### config.mk
export PLATFORM = sky130hd
export DESIGN_NAME = busca_instrucao
export DESIGN_NICKNAME = d
export VERILOG_FILES = /design/src/rtl/pacote_mips.sv /design/src/rtl/busca_instrucao_reg_if_id.sv /design/src/rtl/busca_instrucao.sv
export SDC_FILE = /design/constraint.sdc
export NUM_CORES = 1
export LEC_CHECK = 0
export ABC_CLOCK_PERIOD_IN_PS = 2910
export CAP_MARGIN = 25
export CORE_ASPECT_RATIO = 0.75
export CORE_MARGIN = 8
export CORE_UTILIZATION = 48
export CTS_CLUSTER_SIZE = 28
export DETAILED_ROUTE_END_ITERATION = 8
export PLACE_DENSITY = 0.78
export SETUP_SLACK_MARGIN = 0.15
export SLEW_MARGIN = 15
export SYNTH_ARGS = -nofsm -noshare
export SYNTH_HDL_FRONTEND = slang
export SYNTH_SLANG_ARGS = --single-unit
### constraint.sdc
create_clock -name clk -period 2.91 [get_ports clk]
set_clock_uncertainty 0.1 [all_clocks]
set_input_delay 0.582 -clock clk [delete_from_list [all_inputs] [get_ports clk]]
set_output_delay 0.582 -clock clk [all_outputs]
set_load 0.05 [all_outputs]
### src/rtl/pacote_mips.sv
// Shared definitions for the fetch stage: NOP word, fetch FSM states, word size.
package pacote_mips;

    localparam logic [31:0] NOP        = 32'h0000_0000;
    localparam logic [31:0] WORD_BYTES = 32'd4;
    localparam logic [31:0] ALIGN_MASK = 32'hFFFF_FFFC;

    typedef enum logic [1:0] {
        ISSUE   = 2'd0,
        WAIT    = 2'd1,
        HOLD    = 2'd2,
        DISCARD = 2'd3
    } estado_t;

    // Address of the sequentially following word (32-bit wrap-around).
    function automatic logic [31:0] proximo_pc(input logic [31:0] pc);
        return pc + WORD_BYTES;
    endfunction

endpackage

### src/rtl/busca_instrucao_reg_if_id.sv
// IF/ID pipeline register: clear (flush or redirect) beats stall, stall beats load.
module reg_if_id
    import pacote_mips::*;
(
    input  logic        clk,
    input  logic        rst_n,
    input  logic        clear_i,
    input  logic        stall_i,
    input  logic        load_i,
    input  logic [31:0] instr_i,
    input  logic [31:0] pc_i,
    output logic [31:0] instr_o,
    output logic [31:0] pc_o,
    output logic [31:0] pc_mais4_o,
    output logic        valid_o
);

    logic [31:0] instr_q;
    logic [31:0] pc_q;
    logic [31:0] pc_mais4_q;
    logic        valid_q;

    // Clearing kills the instruction but leaves its PC fields untouched.
    always_ff @(posedge clk or negedge rst_n) begin
        if (!rst_n) begin
            instr_q    <= NOP;
            pc_q       <= 32'h0;
            pc_mais4_q <= 32'h0;
            valid_q    <= 1'b0;
        end else if (clear_i) begin
            instr_q    <= NOP;
            valid_q    <= 1'b0;
        end else if (stall_i) begin
            instr_q    <= instr_q;
            valid_q    <= valid_q;
        end else if (load_i) begin
            instr_q    <= instr_i;
            pc_q       <= pc_i;
            pc_mais4_q <= proximo_pc(pc_i);
            valid_q    <= 1'b1;
        end
    end

    assign instr_o    = instr_q;
    assign pc_o       = pc_q;
    assign pc_mais4_o = pc_mais4_q;
    assign valid_o    = valid_q;

endmodule

### src/rtl/busca_instrucao.sv
// Instruction-fetch stage: PC, single-outstanding fetch FSM and the IF/ID register.
module busca_instrucao
    import pacote_mips::*;
#(
    parameter logic [31:0] PC_RESET = 32'h0000_0000
) (
    input  logic        clk,
    input  logic        rst_n,
    input  logic        stall,
    input  logic        flush,
    input  logic        redirect,
    input  logic [31:0] redirect_pc,
    output logic        imem_req,
    output logic [31:0] imem_addr,
    input  logic        imem_ready,
    input  logic        imem_valid,
    input  logic [31:0] imem_rdata,
    output logic [31:0] instrucao,
    output logic [31:0] pc_out,
    output logic [31:0] pc_mais4,
    output logic        valid_out
);

    estado_t     state_q, state_d;
    logic [31:0] pc_q, pc_d;
    logic [31:0] pend_q, pend_d;
    logic        carrega;
    logic [31:0] instr_carga;
    logic [31:0] alvo;

    assign alvo = redirect_pc & ALIGN_MASK;

    // State, PC and parked response word; reset abandons any request in flight.
    always_ff @(posedge clk or negedge rst_n) begin
        if (!rst_n) begin
            state_q <= ISSUE;
            pc_q    <= PC_RESET;
            pend_q  <= NOP;
        end else begin
            state_q <= state_d;
            pc_q    <= pc_d;
            pend_q  <= pend_d;
        end
    end

    // Next state and IF/ID load; a redirect always retargets the PC, whatever the state.
    always_comb begin
        state_d     = state_q;
        pc_d        = pc_q;
        pend_d      = pend_q;
        carrega     = 1'b0;
        instr_carga = NOP;
        if (redirect) begin
            pc_d = alvo;
        end
        case (state_q)
            ISSUE: begin
                if (imem_ready) begin
                    state_d = redirect ? DISCARD : WAIT;
                end
            end
            WAIT: begin
                if (imem_valid) begin
                    if (redirect) begin
                        state_d = ISSUE;
                    end else if (stall) begin
                        pend_d  = imem_rdata;
                        state_d = HOLD;
                    end else begin
                        carrega     = 1'b1;
                        instr_carga = imem_rdata;
                        pc_d        = proximo_pc(pc_q);
                        state_d     = ISSUE;
                    end
                end else if (redirect) begin
                    state_d = DISCARD;
                end
            end
            HOLD: begin
                if (redirect) begin
                    pend_d  = NOP;
                    state_d = ISSUE;
                end else if (!stall) begin
                    carrega     = 1'b1;
                    instr_carga = pend_q;
                    pc_d        = proximo_pc(pc_q);
                    state_d     = ISSUE;
                end
            end
            DISCARD: begin
                if (imem_valid) begin
                    state_d = ISSUE;
                end
            end
            default: state_d = ISSUE;
        endcase
    end

    assign imem_req  = rst_n && (state_q == ISSUE);
    assign imem_addr = pc_q;

    reg_if_id u_reg_if_id (
        .clk        (clk),
        .rst_n      (rst_n),
        .clear_i    (flush | redirect),
        .stall_i    (stall),
        .load_i     (carrega),
        .instr_i    (instr_carga),
        .pc_i       (pc_q),
        .instr_o    (instrucao),
        .pc_o       (pc_out),
        .pc_mais4_o (pc_mais4),
        .valid_o    (valid_out)
    );

endmodule

==> impl_metrics.ini, run 1 <==
[logic_synthesis]
syn_area_per_cell_sq_um = 9.88
netlist-cell-type-count = 48
synthTopCellsByArea = dfrtp_1 (55%), nand2_1 (8.0%), a221oi_1 (4.0%)
netlist_instances = 740
yosysTopAreaCellShare_pct = 55.1
synthArstFlopShare_pct = 100
synth_warnings = 0
synth_enable_flop_cells = 0
yosysSeqAreaShare_pct = 55.1
synth_nets = 817
yosys_most_used_dff = dfrtp_1
synth_area_sq_mm = 0.00731
ys_seq_elements = 161
synth_largest_area_cell = dfrtp_1

[cts]
cts_inserted_buffers = 17
cts_hold_buf = 0
clk_latency_ps = 420
postCtsSetupRepairBufs = 0
clk_path_buf_depth = 2
cts_tree = yes
root_buffer = clkbuf_16
clkTransAtPathRegs_ps = 70
clkSinkCount = 161
h-tree-depth = 4

[grt]
antenna_found_initial = 0
grt_use_total_pct = 23.2
grt_pass1_wl_microns = 35100
grt_pass1_vias = 6272
grt_max_degree = 162
grt_overflow = 0

[critical_path]
r2r_end = u_reg_if_id.pc_o[10]$_DFFE_PN0P_
cpLargestDelayFamily = buffers and inverters
crit_fanout = 6
worst_setup_path_start_kind = register
crit_path_max_incr_delay_ps = 820
path_cells = buf_4, clkdlybuf4s50_1
r2r_start = state_q[0]$_DFFE_PN0P_
r2r_slack_ps = 340
slowest_stage = clkdlybuf4s50_1
crit_buf_inv = 2
end_kind = output pin
required_ps = 2230
r2r_cells = 8
arrival_ps = 1940
worstSetupPathType = reg2out

[final_layout]
fin_area_sq_mm = 0.0101
utilization_pct = 67.2
multi_input_area_sq_mm = 0.00301
final_nets = 999
num-fill-cells = 1159
seq_area_sq_mm = 0.00403
synthToLayoutAreaGrowth_pct = 38.6
num_antenna_cells = 0
drive_gt1_share_pct = 8.45

[sta]
setup_violations = 0
setup_tns_ps = 0
period_share_pct = 90.0
hold_viol = 0
worst_pin_slew_ps = 1020
slew_viol_final = 0
post-route-min-period_ps = 2620
fmax_mhz = 382
relSlewSlack_pct = 31.9
rsz0062_at_grt = no

[power_and_ir_drop]
power.leakage_nw = 4.44
power.density_mw_per_mm2 = 969
power.total_mw = 9.82
ir_worst_vdd_v = 0.000487

[routing]
routed_wl_microns = 22300
ant_nets = 0
dr.pass1.iters = 4
vias = 6445
wl_per_cell_microns = 19.6
drt-initial-drc-count = 507
vias_per_cell = 5.65
drc = 0

[job]
drv_cap = 0

[floorplan]
io_pins = 201
start_util_pct = 48.5
die_area_sq_mm = 0.0195
die_h_microns = 123
fp.coreArea_sq_mm = 0.0151
die_w_microns = 159
fp-row-count = 39

[placement]
hpwl_microns = 15100
io_buffers = 198
gp_congestion = 0.806
placed_area_sq_mm = 0.00956

[hold_path]
hold_path.class = in2async

[outcome]
status = finished, final reports clean
final cells by class:
| class | instances | share of cell area, % |
|---|---|---|
| Sequential cell | 161 | 39.8 |
| Timing Repair Buffer | 222 | 22.0 |
| Clock buffer | 18 | 4.33 |
| Inverter | 10 | 0.371 |
| Multi-Input combinational cell | 510 | 29.8 |
| Clock inverter | 14 | 1.26 |
| Tap cell | 205 | 2.53 |
cell usage after synthesis (10+ instances only):
cell type / n
a221oi_1: 33
a22o_1: 32
buf_2: 15
clkbuf_1: 36
dfrtp_1: 161
inv_1: 10
mux2i_1: 12
nand2_1: 156
nand4_1: 11
nor2_1: 56
nor3_1: 38
o21ai_0: 23
o21ai_1: 31
xnor2_1: 14
xor2_1: 15
sequential cells by signal, summed over array words and instances, names as in the netlist:
name / flops
imem_addr: 32
pend_q: 32
u_reg_if_id.pc_o: 30
u_reg_if_id.pc_mais4_o: 32
u_reg_if_id.valid_o: 1
u_reg_if_id.instr_o: 32
state_q: 2
metrics by stage:
stage	worst slack [ps]	hold slack, ps	std cells
floorplan	571	186	740
global placement	143	359	1108
detailed placement	114	363	1108
CTS	275	275	1140
global route	184	300	1140
finish	290	147	1140
how the worst max path moves through the flow:
stage                                 from                             endpoint  slack, ps  cells past startpoint
finish              imem_addr[2]$_DFF_PN0_                         imem_addr[2]        290                      2
global route        state_q[1]$_DFFE_PN0P_  u_reg_if_id.instr_o[30]$_DFFE_PN0P_        180                      7
CTS                 imem_addr[2]$_DFF_PN0_                         imem_addr[2]        280                      2
detailed placement                redirect     u_reg_if_id.pc_o[15]$_DFFE_PN0P_        110                      8
global placement                  redirect     u_reg_if_id.pc_o[19]$_DFFE_PN0P_        140                      8
floorplan           imem_addr[2]$_DFF_PN0_              imem_addr[24]$_DFF_PN0_        570                      6
layout by cell type (no fill, tap or decap), drive strengths merged, types with 18 or more instances in the layout:
cell,count
a22o,32
a221oi,33
nor3,41
nand2,156
nor2,56
buf,26
dfrtp,161
o21ai,54
clkbuf,18
clkdlybuf4s50,196
power breakdown:
part | total (mW) | switching [mW] | internal [mW]
clock | 2.16 | 0.950 | 1.21
sequential | 3.50 | 0.696 | 2.80
combinational | 4.16 | 2.71 | 1.45
what timing repair did:
action,CTS,global route
resized for setup,0,1
endpoints found under the setup margin,0,1
hold endpoints to repair,0,0
routing by layer:
metal | track usage (%) | wire, microns
met5 | 0 | 0
met4 | 6.05 | 264
met3 | 7.25 | 2370
met2 | 33.2 | 9790
met1 | 33.6 | 9880
kinds of logic after synthesis:
family,count (synthesis),share of synthesized area (%)
AOI/OAI and AO/OA,163,15.8
xor gates and xnor gates,29,3.47
adders and majority gates,6,1.03
buffers and inverters,69,4.04
DFF,161,55.1
muxes,13,1.80
and+or+nand+nor,299,18.8
Note: power is estimated with default switching activity, not from simulation.
==> run 2: changes to the inputs <==
--- a/config.mk
+++ b/config.mk
@@ -5,14 +5,14 @@
 export SDC_FILE = /design/constraint.sdc
 export NUM_CORES = 1
 export LEC_CHECK = 0
-export ABC_CLOCK_PERIOD_IN_PS = 2910
+export ABC_CLOCK_PERIOD_IN_PS = 2400
 export CAP_MARGIN = 25
 export CORE_ASPECT_RATIO = 0.75
 export CORE_MARGIN = 8
-export CORE_UTILIZATION = 48
+export CORE_UTILIZATION = 44
 export CTS_CLUSTER_SIZE = 28
 export DETAILED_ROUTE_END_ITERATION = 8
-export PLACE_DENSITY = 0.78
+export PLACE_DENSITY = 0.75
 export SETUP_SLACK_MARGIN = 0.15
 export SLEW_MARGIN = 15
 export SYNTH_ARGS = -nofsm -noshare
==> constraint.sdc (replaced) <==
create_clock -name clk -period 2.4 [get_ports clk]
set_clock_uncertainty 0.1 [all_clocks]
set_input_delay 0.48 -clock clk [delete_from_list [all_inputs] [get_ports clk]]
set_output_delay 0.48 -clock clk [all_outputs]
set_load 0.05 [all_outputs]
==> run 2 against run 1 <==
Compared with the run above: combinational power grew 25%; sequential power grew 19%; sequential cell count is the same; via count shrank 0.20%; register-to-register slack lost 60 ps; largest power group unchanged.
==> impl_metrics.ini, run 2 (synthesis results as in run 1) <==
[final_layout]
final_cell_mix = nand2_1 (156), dfrtp_1 (156), clkdlybuf4s50_1 (154), nor2_1 (54), buf_4 (41)
num_antenna_cells = 0
fin_cells = 1166
multi_input_area_sq_mm = 0.00305
synthToLayoutAreaGrowth_pct = 42.0
final_nets = 1020
fin_area_sq_mm = 0.0104
drive_gt1_share_pct = 11.6
seq_area_sq_mm = 0.00404
utilization_pct = 64.4
num-fill-cells = 1256

[placement]
hpwl_microns = 15900
dp_cells = 1134
pre_cts_slack_ps = -123
gp_congestion = 0.824
io_buffers = 198
placed_area_sq_mm = 0.00976

[critical_path]
crit_path_max_incr_delay_ps = 820
required_ps = 1820
cpLargestDelayFamily = buffers and inverters
startpoint = u_reg_if_id.pc_o[18]$_DFFE_PN0P_
worst_setup_path_start_kind = register
end_kind = output pin
slowest_stage = clkdlybuf4s50_1
r2r_end = u_reg_if_id.pc_mais4_o[25]$_DFFE_PN0P_
r2r_slack_ps = 280
crit_fanout = 2
r2r_cells = 8
critPathCapture = pc_out[18]
cp.depth = 1
path_cells = clkdlybuf4s50_1
arrival_ps = 1610
r2r_start = state_q[0]$_DFFE_PN0P_
worstSetupPathType = reg2out
crit_buf_inv = 1

[cts]
cts_hold_buf = 0
h-tree-depth = 4
clkTransAtPathRegs_ps = 70
root_buffer = clkbuf_16
cts_tree = yes
clk_latency_ps = 430
clkSinkCount = 161
cts_inserted_buffers = 17
clk_path_buf_depth = 2

[power_and_ir_drop]
ir_worst_vdd_v = 0.000639
p_seq_share_pct = 34.7
power.leakage_nw = 4.91
power.density_mw_per_mm2 = 1160
power_switching_mw = 5.34
power.total_mw = 12.1
p_clk_share_pct = 22.2
combPwrFrac_pct = 43.2
sw_frac_of_total_pct = 44.3
intPower_mw = 6.72

[routing]
dr.pass1.iters = 4
drc = 0
routed_wl_microns = 22800
vias_per_cell = 5.52
wl_per_cell_microns = 19.5
drt-initial-drc-count = 543
ant_nets = 0
vias = 6432

[sta]
rsz0062_at_grt = no
hold_viol = 0
setup_violations = 0
setup_slack_ps = 205
worst_hold_slack_ps = 99.3
slew_viol_final = 0
setup_tns_ps = 0
fmax_mhz = 456
worst_pin_slew_ps = 921
post-route-min-period_ps = 2190
period_share_pct = 91.4
relSlewSlack_pct = 38.6

[floorplan]
fp.coreArea_sq_mm = 0.0161
io_pins = 201
die_w_microns = 165
fp-row-count = 40
start_util_pct = 45.4
die_area_sq_mm = 0.0210
die_h_microns = 128

[outcome]
status = finished, final reports clean

[grt]
grt_use_total_pct = 21.8
grt_pass1_vias = 6489
antenna_found_initial = 0
grt_overflow = 0
grt_max_degree = 162
grt_pass1_wl_microns = 36000

[job]
drv_cap = 0

[hold_path]
hold_path.class = in2async
## run 2: cell types whose count changed in the layout (fill, tap and decap cells not counted), sizes merged
cell           delta
clkdlybuf4s50    -42
buf              +25
dlygate4sd2      +23
dlymetal6s2s     +15
clkbuf            +2
clkinv            -2
## run 2: layout make-up
cell class                 instances  share of cell area, %
clock buffer                      20                   4.40
clock inverter                    12                   1.18
inverter                          10                  0.361
multi-input combinational        510                   29.4
sequential                       161                   38.9
tap                              210                   2.53
timing repair buffer             243                   23.3
## run 2: power groups by stage
stage / combinational (mW) / sequential [mW] / clock (mW)
5_1_grt: 5.55 / 4.28 / 2.84
3_3_place_gp: 5.26 / 4.18 / 0
2_1_floorplan: 1.71 / 5.66 / 0
3_5_place_dp: 5.33 / 4.20 / 0
4_1_cts: 5.23 / 4.16 / 2.72
6_report: 5.21 / 4.18 / 2.67
## run 2: what timing repair did
| item | 4_1_cts | 5_1_grt |
|---|---|---|
| pin swaps | 0 | 0 |
| setup buffers | 0 | 0 |
| endpoints found under the setup margin | 39 | 42 |
| hold endpoints to repair | 0 | 0 |
| gates resized for setup | 25 | 20 |
## run 2: worst min-delay path by stage
stage	start	to	slack [ps]	cells past startpoint
CTS	rst_n	u_reg_if_id.pc_o[2]$_DFFE_PN0P_	190	2
global route	rst_n	u_reg_if_id.pc_o[2]$_DFFE_PN0P_	180	2
detailed placement	u_reg_if_id.pc_o[4]$_DFFE_PN0P_	u_reg_if_id.pc_o[4]$_DFFE_PN0P_	360	2
floorplan	rst_n	imem_addr[0]$_DFF_PN0_	80	0
finish	rst_n	u_reg_if_id.instr_o[3]$_DFFE_PN0P_	100	2
global placement	u_reg_if_id.pc_o[25]$_DFFE_PN0P_	u_reg_if_id.pc_o[25]$_DFFE_PN0P_	360	2
## run 2: routing by layer
layer / track usage (%) / wire length [microns]
met1: 30.4 / 10600
met2: 31.4 / 9880
met3: 7.77 / 1970
met4: 6.24 / 350
met5: 0 / 0
